[config.mk]
export PLATFORM = sky130hd
export DESIGN_NAME = round_down_counter
export DESIGN_NICKNAME = d
export VERILOG_FILES = /design/src/rtl/round_down_counter.sv
export SDC_FILE = /design/constraint.sdc
export NUM_CORES = 1
export LEC_CHECK = 0
export ABC_AREA = 1
export CAP_MARGIN = 30
export CORE_AREA = 2 2 39 41
export CTS_CLUSTER_SIZE = 12
export DETAILED_ROUTE_END_ITERATION = 10
export DIE_AREA = 0 0 41 43
export PLACE_DENSITY = 0.68
export REMOVE_ABC_BUFFERS = 1
export SLEW_MARGIN = 20
export SYNTH_ARGS = -nofsm -noshare
export SYNTH_HDL_FRONTEND = slang
export SYNTH_SLANG_ARGS = --single-unit
[constraint.sdc]
create_clock -name clk -period 4.1 [get_ports clk]
set_clock_uncertainty 0.15 [all_clocks]
set_input_delay 1.23 -clock clk [delete_from_list [all_inputs] [get_ports clk]]
set_output_delay 1.23 -clock clk [all_outputs]
set_load 0.03 [all_outputs]
[src/rtl/round_down_counter.sv]
// round_down_counter: 6-bit SHA-256 round down-counter with Start/Empty/Done handshake.
// Define ROUND_DOWN_HOLD_EN to add the hold port that stalls counting in RUN.
module round_down_counter (
  input  logic       clk,
  input  logic       rst_n,
  input  logic       start,
  input  logic [5:0] load,
`ifdef ROUND_DOWN_HOLD_EN
  input  logic       hold,
`endif
  output logic [5:0] count,
  output logic       busy,
  output logic       empty,
  output logic       done
);
  typedef enum logic [1:0] {IDLE, RUN, DONE} state_t;
  state_t state;
  logic [5:0] dec;
  logic stall;
`ifdef ROUND_DOWN_HOLD_EN
  assign stall = hold;
`else
  assign stall = 1'b0;
`endif
  // ripple-borrow subtract-one: a bit flips when every lower bit is zero
  genvar g;
  generate
    for (g = 0; g < 6; g++) begin : g_dec
      if (g == 0) begin : g_lsb
        assign dec[0] = ~count[0];
      end else begin : g_up
        assign dec[g] = count[g] ^ ~|count[g-1:0];
      end
    end
  endgenerate
  always_ff @(posedge clk) begin
    if (!rst_n) begin
      state <= IDLE;
      count <= '0;
    end else begin
      case (state)
        IDLE: if (start) begin
          count <= load;
          state <= RUN;
        end
        RUN: if (!stall) begin
          if (count != 6'd0) count <= dec;
          else state <= DONE;
        end
        DONE: state <= IDLE;
        default: state <= IDLE;
      endcase
    end
  end
  assign busy  = state == RUN;
  assign done  = state == DONE;
  assign empty = busy && count == 6'd0;
endmodule

==> results of run 1 <==
logic make-up (layout without fill, tap and decap cells):
group,count (synthesis),after routing,share of synthesized area
flip-flops,8,8,0.314
adder cells (fa/ha/maj),3,3,0.0737
buffers and inverters,20,39,0.162
AO/OA/AOI/OAI,9,9,0.0884
AND/OR/NAND/NOR,44,44,0.361
registers in the layout (all words and copies together) (netlist names):
| name | count |
|---|---|
| state | 2 |
| count | 6 |
worst paths after layout:
kind,from,to
worst max-delay path,count[0],empty
worst min-delay path,state[1],state[1]
worst max register to register,count[0],count[4]
worst min register to register,state[1],state[1]
power breakdown:
| group | leakage [nW] | switching, mW | internal, mW | total, mW |
|---|---|---|---|---|
| logic | 0.287 | 0.0853 | 0.0599 | 0.145 |
| registers | 0.0664 | 0.0124 | 0.0906 | 0.103 |
| clock network | 0.0138 | 0.0275 | 0.0335 | 0.0610 |
cell type report:
type | instances | area [sq um]
clock buffers | 3 | 22.5
fillers | 156 | 673
inverters | 19 | 71.3
multi-input cells | 56 | 267
flip-flops and latches | 8 | 160
well taps | 16 | 20.0
repair buffers | 17 | 170
through the flow:
step                instance area, sq um   util  instances  setup WS [ps]
floorplan                            498      -         83           1380
global placement                     688  0.497        116           1160
detailed placement                   688  0.497        116           1110
CTS                                  711  0.514        119            833
global route                         711  0.514        119            744
finish                               711  0.514        119            862
critical path, stage by stage, from the launching register on:
cell	delay [ps]
dfxtp_1	330
inv_1	60
ha_1	160
nand2_1	100
nor2_4	140
inv_1	60
nor2_1	90
clkdlybuf4s50_1	670
cell usage after synthesis:
| master | number | area [sq um] |
|---|---|---|
| a21oi_1 | 4 | 20.0 |
| buf_6 | 1 | 11.3 |
| dfxtp_1 | 8 | 160 |
| ha_1 | 3 | 37.5 |
| inv_1 | 19 | 71.3 |
| nand2_1 | 24 | 90.1 |
| nand3_2 | 1 | 10.0 |
| nor2_1 | 15 | 56.3 |
| nor2_2 | 1 | 6.26 |
| nor2_4 | 1 | 11.3 |
| nor3_1 | 2 | 10.0 |
| o21ai_0 | 4 | 20.0 |
| o21ai_1 | 1 | 5.00 |
metal layers:
layer  part of all wire  track usage  vias up
met2               0.42        0.188       18
met3              0.059       0.0314        4
met4              0.023        0.100        0
met1               0.49        0.187      213
met5                  0            0        -
li1                   -            -      287
placed cells by master (no fill, tap or decap):
| cell type | instances |
|---|---|
| nor2_4 | 1 |
| o21ai_0 | 4 |
| ha_1 | 3 |
| a21oi_1 | 4 |
| clkbuf_4 | 3 |
| inv_1 | 19 |
| nand2_1 | 24 |
| nor2_2 | 1 |
| clkdlybuf4s50_1 | 17 |
| nor3_1 | 2 |
| dfxtp_1 | 8 |
| o21ai_1 | 1 |
| nor2_1 | 15 |
| nand3_2 | 1 |
==> reports/metrics.yaml, run 1 <==
start_util: 0.368
num_vias: 522
hold_path.class: "register to register"
htreeDepth: 1
worst_pin_slew_ps: 454
hold_ws_ps: 311
cts_setup_buffers: 0
crit_arrival_ps: 1860
numCtsBuffers: 3
synthCells: 84
grt_setup_unrepaired: "no"
drc_errors: 0
p_total_mw: 0.309
routed_via_density: 4.39
crit_path_max_fanout: 4
fin_setup_tns_ps: 0
grt_pass1_wl_mm: 1.66
die_area_sq_mm: 0.00176
overflow: 0
status: "finished, final reports clean"
crit_required_ps: 2720
p_per_area_mw_per_mm2: 435
cts_tree: "yes"
synth.distinct_cells: 13
grt_antenna_before_repair: 0
wl_um: 996
fin_crit_sh: 0.790
rrSetupSlack_ps: 2440
critPathKind: "register to output port"
cts_root_buffer: "clkbuf_4"
layout-drive-gt1-share: 0.0583
drt_first_pass_iters: 4
cts.sinks: 8
syn_area_sq_um: 509
p_leak_nw: 0.367
setup_viol: 0
gp_routability_congestion: 0.711
synth_seq_area_share: 0.314
whs_path_depth: 1
clock_path_buffers: 2
antenna_cells: 0
portBuffers: 17
hold_buffers: 0
syn_to_final_growth_pct: 39.6
hpwl_um: 744
setup.worst_path.end_class: "output port"
io_pins: 18
ir_drop_v: 0.000172
grt_usage: 0.140
yosysWarnings: 0
post_cts_resized: 0
grt_pass1_vias: 414
grt_max_degree: 13
reg2regPathDepth: 10
hold_viol: 0
slew_viol_final: 0
nets: 117
ant_nets: 0
die_height_um: 43
die_w_um: 41
relSlewSlack: 0.697
ys_ff_latch: 8
core-area_sq_mm: 0.00138
cap_violations: 0
finalCriticalPeriod_ps: 3240
worstSetupStartpointType: "register"
clk_latency_ps: 250
wl_per_cell_um: 8.37
clk_pin_slew_ps: 60
avgSynthCellArea_sq_um: 6.06
fmax_mhz: 309
first_iter_violations: 14
fp-row-count: 14
Note: power is estimated with default switching activity, not from simulation.
==> inputs of run 2 (changes only) <==
==> constraint.sdc (replaced) <==
create_clock -name clk -period 3.3 [get_ports clk]
set_clock_uncertainty 0.15 [all_clocks]
set_input_delay 0.99 -clock clk [delete_from_list [all_inputs] [get_ports clk]]
set_output_delay 0.99 -clock clk [all_outputs]
set_load 0.03 [all_outputs]
==> results of run 2 <==
The final DEF is identical to that of run 1. Status: finished, final reports clean.
Among the figures that moved: final weighted congestion in routability-driven placement 0.711 -> 0.713; setup slack after placement 1110 ps -> 554 ps; setup slack after layout 862 ps -> 302 ps; register-to-register setup slack 2440 ps -> 1640 ps; total power 0.309 mW -> 0.384 mW; worst IR drop on VDD 0.000172 V -> 0.000213 V
==> patch 1, RTL diff (config.mk and constraints of run 2) <==
Re-encode `state_t` (3 states) as one-hot, 3 bits wide.
--- a/src/rtl/round_down_counter.sv
+++ b/src/rtl/round_down_counter.sv
@@ -13,7 +13,7 @@
   output logic       empty,
   output logic       done
 );
-  typedef enum logic [1:0] {IDLE, RUN, DONE} state_t;
+  typedef enum logic [2:0] {IDLE = 3'b001, RUN = 3'b010, DONE = 3'b100} state_t;
   state_t state;
   logic [5:0] dec;
   logic stall;
Check against the original RTL: no difference found for any inputs over 10 cycles, from zero or initial values and one cycle with rst_n low; not proved beyond that.
==> patch 1 against run 2 <==
Fmax is 1.6% higher. Critical path type unchanged. Cell area increased by 15%. Sequential cell count grew 1. Count of clock-buffer cells in the layout increased by 1. Critical path depth decreased by 2. Setup slack better by 48 ps. Routed wire length up 28%. Total power down 4.8%. Non-clock buffer count unchanged. Area after synthesis rose by 22%.
==> patch 1: results (changes against run 2) <==
- Outcome: finished, final reports clean
- Synthesized-area fraction occupied by adder cells: 6.05% (-1.3 points)
- Routed met2 length: 595 um (+41%)
- Worst Hold Endpoint: count[1]
- Hold path cells: 4 (+3)
- Synth Area in Compound Gates: 7.26% (-1.6 points)
- DRT iter0 DRCs: 13 (-1)
- First-pass GRT wire length: 2050 um (+24%)
- Drt total wl: 1270 um (+28%)
- Critical path arrival: 1810 ps (-50 ps)
- Total track usage: 17.9% (+4.0 points)
- Pleak: 0.409 nW (+12%)
- Met2 Use GR: 26.6% (+7.8 points)
- Skew-Pair Late Insertion Delay: 270 ps (+20 ps)
- Largest net degree at the start of global routing: 14 (+1)
- Max VDD drop: 0.271 mV (+27%)
- Min Hold Slack: 428 ps (+117 ps)
- Layout cells sized above 1: 10.6% (+4.8 points)
- Worst hold path startpoint: count[1]
- Top Registers: count (6), state (3)
- Seq pwr share: 36.0% (+2.7 points)
- R2R depth: 11 (+1)
- Top cells by area, synth: dfxtp_1 29%, nand2_1 19%, inv_1 9.1%, a21oi_1 6.5%, nand3_2 6.5%
- Synth unique cells: 16 (+3)
- Reg2Reg Capture Point: count[5]
- Internal power: 0.230 mW (+0.67%)
- Final HPWL DP: 944 um (+27%)
- Met1 usage: 22.5% (+3.8 points)
- Final net count: 126 (+7.7%)
- DR WL met3: 70 um (+19%)
-- patch 1: changes by cell type after synthesis, sizes merged, moves of 3 or more --
| cell | delta |
|---|---|
| nor2 | -7 |
| inv | -3 |
| a21oi | +4 |
| nand3 | +8 |
| o21ai | -4 |
| nand2 | +9 |
-- patch 1: metrics by stage --
step                      worst slack (ps)  cells  utilization (%)  area (um^2)
final                                  349    129             58.9          815
after detailed placement               618    125             57.0          788
after global placement                 636    125             57.0          788
after CTS                              329    129             58.9          815
after global routing                   246    129             58.9          815
after floorplan                        870     92                -          598
-- patch 1: cells by family (layout without fill, tap and decap cells) --
logic type	Yosys count	in the layout
flops	9	9
fa+ha+maj	3	3
simple gates	55	55
compound gates	9	9
buf+inv	18	37
-- patch 1: layout make-up --
class	instances	area, um^2
fillers	137	569
well taps	16	20.0
inverters	16	60.1
repair buffers	17	170
multi-input cells	67	358
clock buffers	4	26.3
flip-flops and latches	9	180
==> patch 2, RTL diff (config.mk and constraints of run 2) <==
Without the edit above. Add a define of `ROUND_DOWN_HOLD_EN`.
--- a/src/rtl/round_down_counter.sv
+++ b/src/rtl/round_down_counter.sv
@@ -1,5 +1,7 @@
 // round_down_counter: 6-bit SHA-256 round down-counter with Start/Empty/Done handshake.
 // Define ROUND_DOWN_HOLD_EN to add the hold port that stalls counting in RUN.
+`define ROUND_DOWN_HOLD_EN
+
 module round_down_counter (
   input  logic       clk,
   input  logic       rst_n,
Interface: changed (added hold); port bits go from 18 to 19. The function was not compared with the original's and may differ.
==> patch 2 against run 2 <==
Total power up 22%. Area after synthesis grew 3.7%. Cell area grew 3.5%. Critical path depth did not move. Sequential power rose by 5%. Routed wire length up 4.9%. Setup slack gained 9.7 ps. Sequential cell count unchanged. Highest routed layer unchanged.
==> patch 2: results (changes against run 2) <==
- Outcome: finished, final reports clean
- Delay-heaviest family, CP: buffers and inverters
- Synth Area in Compound Gates: 0% (-8.8 points)
- ANT cells: 0 (unchanged)
- Metal-1 WL: 502 um (+2.0%)
- Number of port buffers: 18 (+1)
- Synthesized-area fraction occupied by adder cells: 7.11% (-0.26 points)
- DRT iter0 DRCs: 7 (-7)
- Post-CTS Setup Repair Bufs: 0 (unchanged)
- Deepest clock path buffer count: 2 (unchanged)
- Clk pin slew, worst setup/hold paths: 60 ps (about the same)
- Initial antenna violation count: 0 (unchanged)
- Drt via density: 4.32 (-1.5%)
- Top cells by area, synth: dfxtp_1 30%, nand2_1 27%, nor2_1 13%, inv_1 9.2%, ha_1 7.1%
- Multiplexer share of the synthesized area: 0% (unchanged)
- Drt total wl: 1050 um (+4.9%)
- Largest net degree at the start of global routing: 14 (+1)
- Gpl congestion: 0.700 (-1.8%)
- Total track usage: 14.2% (+0.22 points)
- Synth Area in XOR/XNOR: 0% (unchanged)
- Pleak: 0.388 nW (+5.9%)
- Final HPWL DP: 774 um (+4.0%)
- Highest routed layer: met4
- Layout cells sized above 1: 6.31% (+0.48 points)
- Max VDD drop: 0.283 mV (+32%)
- Fillers: 151 (-3.2%)
- Slew @ Worst Pin: 408 ps (-45.7 ps)
- Critical Path Max Stage Delay: 670 ps (about the same)
- Synth top cells by count: 38 x nand2_1, 18 x nor2_1, 13 x inv_1
- Clock root cell: clkbuf_4
- Skew-Pair Late Insertion Delay: about 260 ps
- Min-delay worst type: flip-flop to flip-flop
- Top Registers: count (6), state (2)
- CP max FO: 3 (-1)
- H-tree Lvls: 1 (unchanged)
- Asr flop ratio synth: 0% (unchanged)
- Critical Path Slowest Stage Cell: clkdlybuf4s50_1
- Num CTS Buffers: 3 (unchanged)
- Routed met2 length: 448 um (+6.4%)
- DR WL met3: 79 um (+34%)
- Sequential share of the synthesized area: 30.3% (-1.1 points)
- First-pass GRT wire length: 1680 um (+1.2%)
- Post_cts resized: 0 (unchanged)
- First-pass DRT Iterations: 4 (unchanged)
- Synthesis warning total: 0 (unchanged)
- Critical path arrival: roughly 1900 ps
- Final net count: 126 (+7.7%)
- Synth unique cells: 10 (-3)
- Vias in the first global route: 454 (+9.7%)
-- patch 2: cell types whose count changed after synthesis, sizes merged --
cell	before	now
buf	1	2
nand2	24	38
a21oi	4	0
nor3	2	1
inv	19	13
or2	0	2
o21ai	5	0
nor2	17	19
nand3	1	5
-- patch 2: cell families (layout without fill, tap and decap cells) --
family,count (synthesis),count (layout)
flops,8,8
simple gates,65,65
buf+inv,15,35
fa+ha+maj,3,3
-- patch 2: worst paths after layout --
path                                from        to  slack [ps]  cells after the start
worst min-delay path            count[1]  count[1]         400                      4
worst max-delay path            count[0]     empty         310                      7
worst min register to register  count[1]  count[1]         400                      4
worst max register to register  count[0]  count[5]        1600                     10
-- patch 2: cell type report --
class / instances / share of cell area, %
Inverter: 13 / 6.63
Timing Repair Buffer: 19 / 25.5
Multi-Input combinational cell: 68 / 40.3
Clock buffer: 3 / 3.06
Tap cell: 16 / 2.72
Sequential cell: 8 / 21.8
-- patch 2: metal layers --
layer  track usage [%]  up-vias
met1              18.1      220
met5                 0        -
met3              3.66        2
li1                  -      310
met2              19.7       17
met4              10.0        0
-- patch 2: metrics by stage --
stage          total power, mW  cells  util [%]  cell area, um^2  worst slack [ps]
4_1_cts                  0.479    127      53.2              736               288
5_1_grt                  0.514    127      53.2              736               190
3_3_place_gp             0.395    124      51.5              713               599
6_report                 0.470    127      53.2              736               311
2_1_floorplan            0.314     89         -              505               833
3_5_place_dp             0.396    124      51.5              713               581
-- patch 2: where the power goes --
group / switching [mW] / internal, mW / total [mW]
combinational: 0.150 / 0.107 / 0.257
clock: 0.0366 / 0.0419 / 0.0785
sequential: 0.0171 / 0.118 / 0.135
total: 0.204 / 0.266 / 0.470
